File: config.mk
export PLATFORM = sky130hd
export DESIGN_NAME = uart_rx_fifo
export DESIGN_NICKNAME = d
export VERILOG_FILES = /design/src/rtl/uart_pkg.sv /design/src/rtl/rx_fifo_ram.sv /design/src/rtl/uart_rx_fifo.sv
export SDC_FILE = /design/constraint.sdc
export NUM_CORES = 1
export LEC_CHECK = 0
export ABC_AREA = 1
export CAP_MARGIN = 20
export CORE_MARGIN = 5
export CORE_UTILIZATION = 64
export DETAILED_ROUTE_END_ITERATION = 8
export GPL_ROUTABILITY_DRIVEN = 0
export HOLD_SLACK_MARGIN = 0.08
export PLACE_DENSITY = 0.84
export SLEW_MARGIN = 20
export SYNTH_ARGS = -nofsm -noshare
export SYNTH_HDL_FRONTEND = slang
export SYNTH_SLANG_ARGS = --single-unit
File: constraint.sdc
create_clock -name Clk -period 3 [get_ports Clk]
set_input_delay 0.6 -clock Clk [delete_from_list [all_inputs] [get_ports Clk]]
set_output_delay 0.6 -clock Clk [all_outputs]
set_load 0.02 [all_outputs]
File: src/rtl/uart_pkg.sv
// Shared constants for the UART receive FIFO: status bit positions,
// default geometry and the stored entry layout {ferr, perr, data}.
package uart_pkg;
  localparam int DEF_DEPTH_LOG2 = 4;
  localparam int DEF_HWM        = 12;
  localparam int ENTRY_W        = 10;

  localparam int ST_NOT_EMPTY = 0;
  localparam int ST_FULL      = 1;
  localparam int ST_HWM       = 2;
  localparam int ST_PERR      = 4;
  localparam int ST_FERR      = 5;
  localparam int ST_OV_ERR    = 6;

  typedef enum logic {
    IDLE     = 1'b0,
    WAIT_LOW = 1'b1
  } cap_state_t;
endpackage

File: src/rtl/rx_fifo_ram.sv
// FIFO storage: one synchronous write port, one asynchronous read port so the
// head entry falls through to the output without a read-latency cycle.
module rx_fifo_ram
  import uart_pkg::*;
#(
  parameter int AW = DEF_DEPTH_LOG2,
  parameter int DW = ENTRY_W
) (
  input  logic          Clk,
  input  logic          we,
  input  logic [AW-1:0] waddr,
  input  logic [DW-1:0] wdata,
  input  logic [AW-1:0] raddr,
  output logic [DW-1:0] rdata
);
  logic [DW-1:0] mem [2**AW];

  always_ff @(posedge Clk) begin
    if (we) mem[waddr] <= wdata;
  end

  assign rdata = mem[raddr];
endmodule

File: src/rtl/uart_rx_fifo.sv
// Receive FIFO between the UART RxEngine and the processor data port.
// Optional high-water flag is built only when RX_FIFO_HWM_EN is defined.
module uart_rx_fifo
  import uart_pkg::*;
#(
  parameter int DEPTH_LOG2 = DEF_DEPTH_LOG2,
  parameter int HWM        = DEF_HWM
) (
  input  logic       Clk,
  input  logic       Rst,
  input  logic [7:0] rx_data,
  input  logic       rx_rdy,
  input  logic       rx_perr,
  input  logic       rx_ferr,
  output logic       rx_ack,
  input  logic       rd_strb,
  input  logic       clr_strb,
  output logic [7:0] dout,
  output logic [7:0] status,
  output logic       full,
  output logic       empty,
  output logic       ov_err,
  output logic       hwm
);
  localparam int DEPTH = 2**DEPTH_LOG2;
  localparam logic [DEPTH_LOG2:0] COUNT_FULL = (DEPTH_LOG2+1)'(DEPTH);

  // A high-water level beyond the FIFO depth could never be reached.
  if (HWM < 1 || HWM > DEPTH) begin : g_hwm_range
    $error("uart_rx_fifo: HWM must lie in 1..2**DEPTH_LOG2");
  end

  cap_state_t              state_reg;
  logic                    rx_ack_reg;
  logic [DEPTH_LOG2-1:0]   wr_ptr_reg;
  logic [DEPTH_LOG2-1:0]   rd_ptr_reg;
  logic [DEPTH_LOG2:0]     count_reg;
  logic                    ov_err_reg;
  logic [ENTRY_W-1:0]      head;
  logic                    push_req;
  logic                    pop;
  logic                    wr_en;
  logic                    overflow;

  assign empty    = (count_reg == '0);
  assign full     = (count_reg == COUNT_FULL);
  assign push_req = (state_reg == IDLE) && rx_rdy;
  assign pop      = rd_strb && !empty;
  // A pop in the same cycle frees the slot, so a full FIFO still accepts the byte.
  assign wr_en    = push_req && (!full || pop);
  assign overflow = push_req && full && !pop;

  always_ff @(posedge Clk or negedge Rst) begin
    if (!Rst) begin
      state_reg  <= IDLE;
      rx_ack_reg <= 1'b0;
    end else begin
      rx_ack_reg <= 1'b0;
      case (state_reg)
        IDLE: begin
          if (rx_rdy) begin
            rx_ack_reg <= 1'b1;
            state_reg  <= WAIT_LOW;
          end
        end
        WAIT_LOW: begin
          if (!rx_rdy) state_reg <= IDLE;
        end
        default: state_reg <= IDLE;
      endcase
    end
  end

  always_ff @(posedge Clk or negedge Rst) begin
    if (!Rst) begin
      wr_ptr_reg <= '0;
      rd_ptr_reg <= '0;
      count_reg  <= '0;
      ov_err_reg <= 1'b0;
    end else begin
      if (wr_en) wr_ptr_reg <= wr_ptr_reg + 1'b1;
      if (pop)   rd_ptr_reg <= rd_ptr_reg + 1'b1;
      case ({wr_en, pop})
        2'b10:   count_reg <= count_reg + 1'b1;
        2'b01:   count_reg <= count_reg - 1'b1;
        default: count_reg <= count_reg;
      endcase
      if (overflow)      ov_err_reg <= 1'b1;
      else if (clr_strb) ov_err_reg <= 1'b0;
    end
  end

  rx_fifo_ram #(
    .AW (DEPTH_LOG2),
    .DW (ENTRY_W)
  ) u_ram (
    .Clk   (Clk),
    .we    (wr_en),
    .waddr (wr_ptr_reg),
    .wdata ({rx_ferr, rx_perr, rx_data}),
    .raddr (rd_ptr_reg),
    .rdata (head)
  );

`ifdef RX_FIFO_HWM_EN
  assign hwm = (count_reg >= (DEPTH_LOG2+1)'(HWM));
`else
  assign hwm = 1'b0;
`endif

  assign rx_ack = rx_ack_reg;
  assign ov_err = ov_err_reg;
  assign dout   = empty ? 8'h00 : head[7:0];

  always_comb begin
    status               = 8'h00;
    status[ST_NOT_EMPTY] = !empty;
    status[ST_FULL]      = full;
    status[ST_HWM]       = hwm;
    status[ST_PERR]      = !empty && head[8];
    status[ST_FERR]      = !empty && head[9];
    status[ST_OV_ERR]    = ov_err_reg;
  end
endmodule
==> results of run 1 <==
==> per-stage QoR <==
stage,setup WS [ns],utilization,hold WS (ns),total power (uW)
after floorplan,0.942,-,0.304,4970
after global placement,0.304,0.701,0.465,6010
after detailed placement,0.219,0.701,0.470,6170
after CTS,0.000483,0.754,0.484,8300
after global routing,-0.0106,0.753,0.509,8760
final,0.0982,0.753,0.482,8350
==> cells by family (layout without fill, tap and decap cells) <==
kind of cell    count (synthesis)  count (layout)  synth area share
compound gates                142             142             0.115
flops                         176             176             0.714
simple gates                  177             177             0.109
buf+inv                        62             119            0.0402
fa+ha+maj                       7               7            0.0120
other cells                     1               4          0.000514
xor+xnor                        8               8           0.00961
==> final cells by class <==
type,count,area (um^2),area share
clock buffer,18,429,0.0506
clock inverter,13,170,0.0201
inverter,25,103,0.0121
multi-input combinational,338,1820,0.214
sequential,176,5210,0.614
tap,143,179,0.0211
timing repair buffer,63,581,0.0684
==> power by group through the flow <==
stage | combinational, uW | clock, uW | sequential, uW
global placement | 2950 | 0 | 3060
CTS | 3030 | 2250 | 3020
finish | 3080 | 2230 | 3030
global route | 3340 | 2370 | 3050
detailed placement | 3100 | 0 | 3070
floorplan | 1950 | 0 | 3020
==> worst max-delay path by stage <==
| stage | from | depth (start not counted) | end |
|---|---|---|---|
| after floorplan | rd_ptr_reg[0] | 9 | dout[3] |
| after global placement | rd_ptr_reg[1] | 8 | dout[3] |
| after detailed placement | rd_ptr_reg[1] | 9 | status[4] |
| after CTS | rd_ptr_reg[1] | 9 | dout[5] |
| after global routing | count_reg[0] | 4 | empty |
| final | count_reg[0] | 4 | empty |
==> cell usage after synthesis (all sizes together) <==
cell	instances
o221ai	30
clkinv	1
inv	24
nand2	35
nand3	25
buf	22
dfrtp	16
a21oi	10
o22ai	11
clkbuf	15
ha	7
xor2	8
nor2	112
edfxtp	160
conb	1
nand4	5
o21ai	91
==> routing by layer <==
metal / part of all wire / track usage
met5: 0 / 0
met4: 0.026 / 0.122
met3: 0.11 / 0.0689
met2: 0.50 / 0.443
met1: 0.37 / 0.366
==> worst max-delay path: cells and delay by family (launching register included) <==
kind / cells / cell delay [ns]
buf+inv: 2 / 1.08
flops: 1 / 0.45
simple gates: 2 / 0.33
==> reports/summary.txt, run 1 <==
Crit path cell chain: nor2_2, nand3_4, inv_1, clkdlybuf4s50_1
CTS Buf Count: 17
I/O Buffers: 31
Int Pwr: 5310 uW
Synthesized area per cell: 12.7 um^2
Setup TNS: 0 ns
Yosys reg bits: 176
Post-CTS Setup Inserts: 0
Kind of critical path: reg -> out
Ports: 36
Initial antenna violation count: 0
ANT cells: 0
Finished Cell Area: 0.00849 mm^2
Starting DRT DRC Count: 912
Die ar.: 0.0136 mm^2
Top-area cell type share of the netlist area: 0.659
Crit-path max FO: 11
Unrepaired setup endpoints after global routing: true
Synthesis-to-finish area growth: 16.4%
Tcrit/Tclk final: 0.967
Post-synth top area cell: edfxtp_1
Slew Limit Fails: 0
Clock skew: 0.00870 ns
Global-route wire length before repair: 27.3 mm
Largest net degree at the start of global routing: 57
Critical Path Sink Type: primary output
CTS Hold Buffers Added: 0
CTS sink count: 176
Sequential power share: 0.363
Worst Reg2Reg Path Length in Cells: 15
Final HPWL DP: 10.8 mm
Sequential share of the synthesized area: 0.714
CTS root buf: clkbuf_16
Comb power frac: 0.369
Placed instance count: 745
Outcome: completed
Longest Clk Path Bufs: 2
Fill cell count: 656
Max Freq: 345 MHz
R2r setup slk: 1.06 ns
Initial core utilization: 0.647
Pwr Density: 984 mW/mm^2
RR Startpoint: count_reg[0]
Worst IR Drop VDD: 813 uV
Yosys warns: 0
Max-cap violations: 0
Post-Layout Cell Count: 776
Worst EP required: 2.40 ns
Post-CTS sizing: 11
Reg2Reg Capture Point: count_reg[4]
CORE AREA: 0.0113 mm^2
Fin nets: 643
Die width: 117 um
Overflow after GRT: 0
Post-DRT Antenna Nets: 0
Fin crit period: 2.90 ns
CP arrival: 2.30 ns
Clk Latency, worst-skew pair: 0.43 ns
Commonest non-fill, non-tap cell in the layout: edfxtp_1
FP Rows: 39
Number of global-route vias before repair: 5029
Worst-Margin Slew: 0.893 ns
Clock power share: 0.268
Worst relative slew slack: 0.403
Static Leak: 0.00299 uW
Layout cell share with drive strength beyond 1: 0.139
Placed cell areas: 0.00791 mm^2
CP max-delay cell: clkdlybuf4s50_1
WL final: 17.5 mm
DR DRC count: 0
Die height: 117 um
Hold Startpoint: count_reg[4]
Startpoint Class: flip-flop
DRT Pass-1 Iters: 6
Number of flip-flops in the largest register: 160
Tot GR Track Use: 0.278
Vias: 4989
Setup violators final: 0
Hold depth: 2
Mapped Area: 0.00729 mm^2
Most frequent cells in the layout: edfxtp_1 (160), nor2_1 (109), o21ai_0 (79)
CTS tree: yes
Critical path's largest stage delay: 0.70 ns
Clock slew at reported path FFs: 0.06 ns
P_sw: 3040 uW
Final Hold Viols: 0
H-tree depth: 4
Avg WL per Cell: 22.5 um
Net Sw Frac: 0.364
Distinct cells, synth: 28
Synth area leaders: edfxtp_1 (66%), nor2_1 (5.6%), dfrtp_1 (5.5%)
Min-Delay Endpoint: count_reg[4]
Vias/cell: 6.43
HP Class: reg -> reg
Gate Count Post-Synth: 573
(Power assumes the default switching activity.)
==> run 2: changes to the inputs <==
--- a/config.mk
+++ b/config.mk
@@ -6,7 +6,6 @@
 export NUM_CORES = 1
 export LEC_CHECK = 0
 export ABC_AREA = 1
-export CAP_MARGIN = 20
 export CORE_MARGIN = 5
 export CORE_UTILIZATION = 64
 export DETAILED_ROUTE_END_ITERATION = 8
==> results of run 2 <==
Final layout, timing and power as in run 1 (identical DEF).
==> run 3: changes to the inputs <==
--- a/config.mk
+++ b/config.mk
@@ -7,11 +7,12 @@
 export LEC_CHECK = 0
 export ABC_AREA = 1
 export CORE_MARGIN = 5
-export CORE_UTILIZATION = 64
+export CORE_UTILIZATION = 60
 export DETAILED_ROUTE_END_ITERATION = 8
 export GPL_ROUTABILITY_DRIVEN = 0
+export GPL_TIMING_DRIVEN = 1
 export HOLD_SLACK_MARGIN = 0.08
-export PLACE_DENSITY = 0.84
+export PLACE_DENSITY = 0.8
 export SLEW_MARGIN = 20
 export SYNTH_ARGS = -nofsm -noshare
 export SYNTH_HDL_FRONTEND = slang
==> constraint.sdc (replaced) <==
create_clock -name Clk -period 3.3 [get_ports Clk]
set_input_delay 0.66 -clock Clk [delete_from_list [all_inputs] [get_ports Clk]]
set_output_delay 0.66 -clock Clk [all_outputs]
set_load 0.02 [all_outputs]
==> reports/summary.txt, run 3 (synthesis results as in run 1) <==
Outcome: completed
Overflow after GRT: 0
FP Rows: 40
Hold depth: 2
Slew Limit Fails: 0
Tot GR Track Use: 0.243
Tcrit/Tclk final: 0.971
Fin nets: 642
Final Hold Viols: 0
Global-route wire length before repair: 26.2 mm
Worst EP required: 2.64 ns
Crit-path max FO: 23
Post-CTS Setup Inserts: 0
Worst Reg2Reg Path Length in Cells: 15
Die height: 120 um
CTS tree: yes
Critical path's largest stage delay: 0.60 ns
HP Class: reg -> reg
Static Leak: 0.00297 uW
I/O Buffers: 31
Largest net degree at the start of global routing: 47
Commonest non-fill, non-tap cell in the layout: edfxtp_1
Clock skew: 0.00677 ns
Fin crit period: 3.21 ns
Startpoint Class: flip-flop
Worst-Margin Slew: 0.794 ns
CORE AREA: 0.0120 mm^2
Crit path cell chain: inv_2, buf_4, o21ai_0, o221ai_1, nand3_1, a21oi_1, dlygate4sd2_1
Initial antenna violation count: 0
RR Startpoint: count_reg[0]
Number of global-route vias before repair: 4790
WL final: 16.9 mm
Setup WS pre-CTS: 0.200 ns
Final HPWL DP: 10.4 mm
Die width: 120 um
Layout cell share with drive strength beyond 1: 0.130
Post-DRT Antenna Nets: 0
Die ar.: 0.0145 mm^2
Kind of critical path: reg -> out
Critical Path Sink Type: primary output
CP Buf/Inv Count: 3
Reg2Reg Capture Point: count_reg[4]
Finished Cell Area: 0.00840 mm^2
Ports: 36
Starting DRT DRC Count: 777
Number of flip-flops in the largest register: 160
Vias/cell: 6.31
CP delay by family, top: buffers and inverters
CTS Hold Buffers Added: 0
Min-Delay Endpoint: count_reg[4]
CTS Buf Count: 17
Vias: 4918
H-tree depth: 4
Setup violators final: 0
DR DRC count: 0
Clk Latency, worst-skew pair: 0.43 ns
Most frequent cells in the layout: edfxtp_1 (160), nor2_1 (109), o21ai_0 (79)
Worst setup margin: 0.0946 ns
Synthesis-to-finish area growth: 15.2%
Setup TNS: 0 ns
Max-cap violations: 0
Initial core utilization: 0.610
DRT Pass-1 Iters: 5
Placed cell areas: 0.00785 mm^2
Avg WL per Cell: 21.7 um
CP arrival: 2.55 ns
CTS root buf: clkbuf_16
Longest Clk Path Bufs: 2
R2r setup slk: 1.33 ns
Pwr Density: 868 mW/mm^2
Worst IR Drop VDD: 438 uV
CTS sink count: 176
Hold Startpoint: count_reg[4]
Clock slew at reported path FFs: 0.06 ns
Max Freq: 312 MHz
CP max-delay cell: dfrtp_4
Unrepaired setup endpoints after global routing: false
ANT cells: 0
Worst relative slew slack: 0.469
-- run 3: cell count changes in the layout (fill, tap and decap cells not counted), moves of 3 or more --
cell / previous run / this run
clkinv_2: 3 / 6
bufinv_16: 4 / 1
a21oi_1: 7 / 10
buf_4: 27 / 30
a21oi_2: 3 / 0
clkbuf_2: 6 / 1
buf_12: 5 / 1
dlygate4sd2_1: 2 / 7
clkinv_1: 4 / 0
-- run 3: routing by layer --
metal | GRT usage | share of wire | vias up
li1 | - | - | 2182
met1 | 0.315 | 0.39 | 2372
met2 | 0.396 | 0.49 | 323
met3 | 0.0688 | 0.097 | 41
met4 | 0.0921 | 0.024 | 0
met5 | 0 | 0 | -
-- run 3: report_power, final --
| group | internal, uW | switching, uW |
|---|---|---|
| combinational | 868 | 1790 |
| clock | 1070 | 785 |
| sequential | 2620 | 158 |
| total | 4560 | 2730 |
-- run 3: worst max-delay path by stage --
stage,start,endpoint,slack [ns],cells past startpoint
6_report,rd_ptr_reg[1],dout[6],0.09,7
5_1_grt,rd_ptr_reg[1],dout[6],0.004,7
4_1_cts,rd_ptr_reg[1],dout[1],0.04,7
3_5_place_dp,rd_ptr_reg[1],dout[6],0.20,7
3_3_place_gp,rd_ptr_reg[1],dout[6],0.24,7
2_1_floorplan,rd_ptr_reg[0],dout[3],1.18,9
-- run 3: cell type report --
| cell class | instances | area (um^2) |
|---|---|---|
| well taps | 147 | 184 |
| multi-input cells | 338 | 1810 |
| inverters | 25 | 103 |
| clock inverters | 10 | 87.6 |
| repair buffers | 62 | 544 |
| fillers | 770 | 3560 |
| clock buffers | 22 | 464 |
| flip-flops and latches | 176 | 5210 |
-- run 3: worst register-to-register path: cells and delay by family, from the launching register on --
kind / cells / cell delay, ns
and+or+nand+nor: 12 / 1.11
DFF: 1 / 0.45
adders and majority gates: 1 / 0.17
buffers and inverters: 2 / 0.12
-- run 3: repair_timing --
action	in CTS	in global routing
endpoints found under the hold margin	0	0
resized for setup	11	4
setup endpoints to repair	10	3
-- run 3: through the flow --
stage	power, uW	util	instances	hold slack, ns
5_1_grt	7680	0.702	780	0.544
2_1_floorplan	4520	-	576	0.364
6_report	7290	0.702	780	0.496
4_1_cts	7270	0.702	780	0.506
3_5_place_dp	5490	0.657	748	0.492
3_3_place_gp	5380	0.657	748	0.466
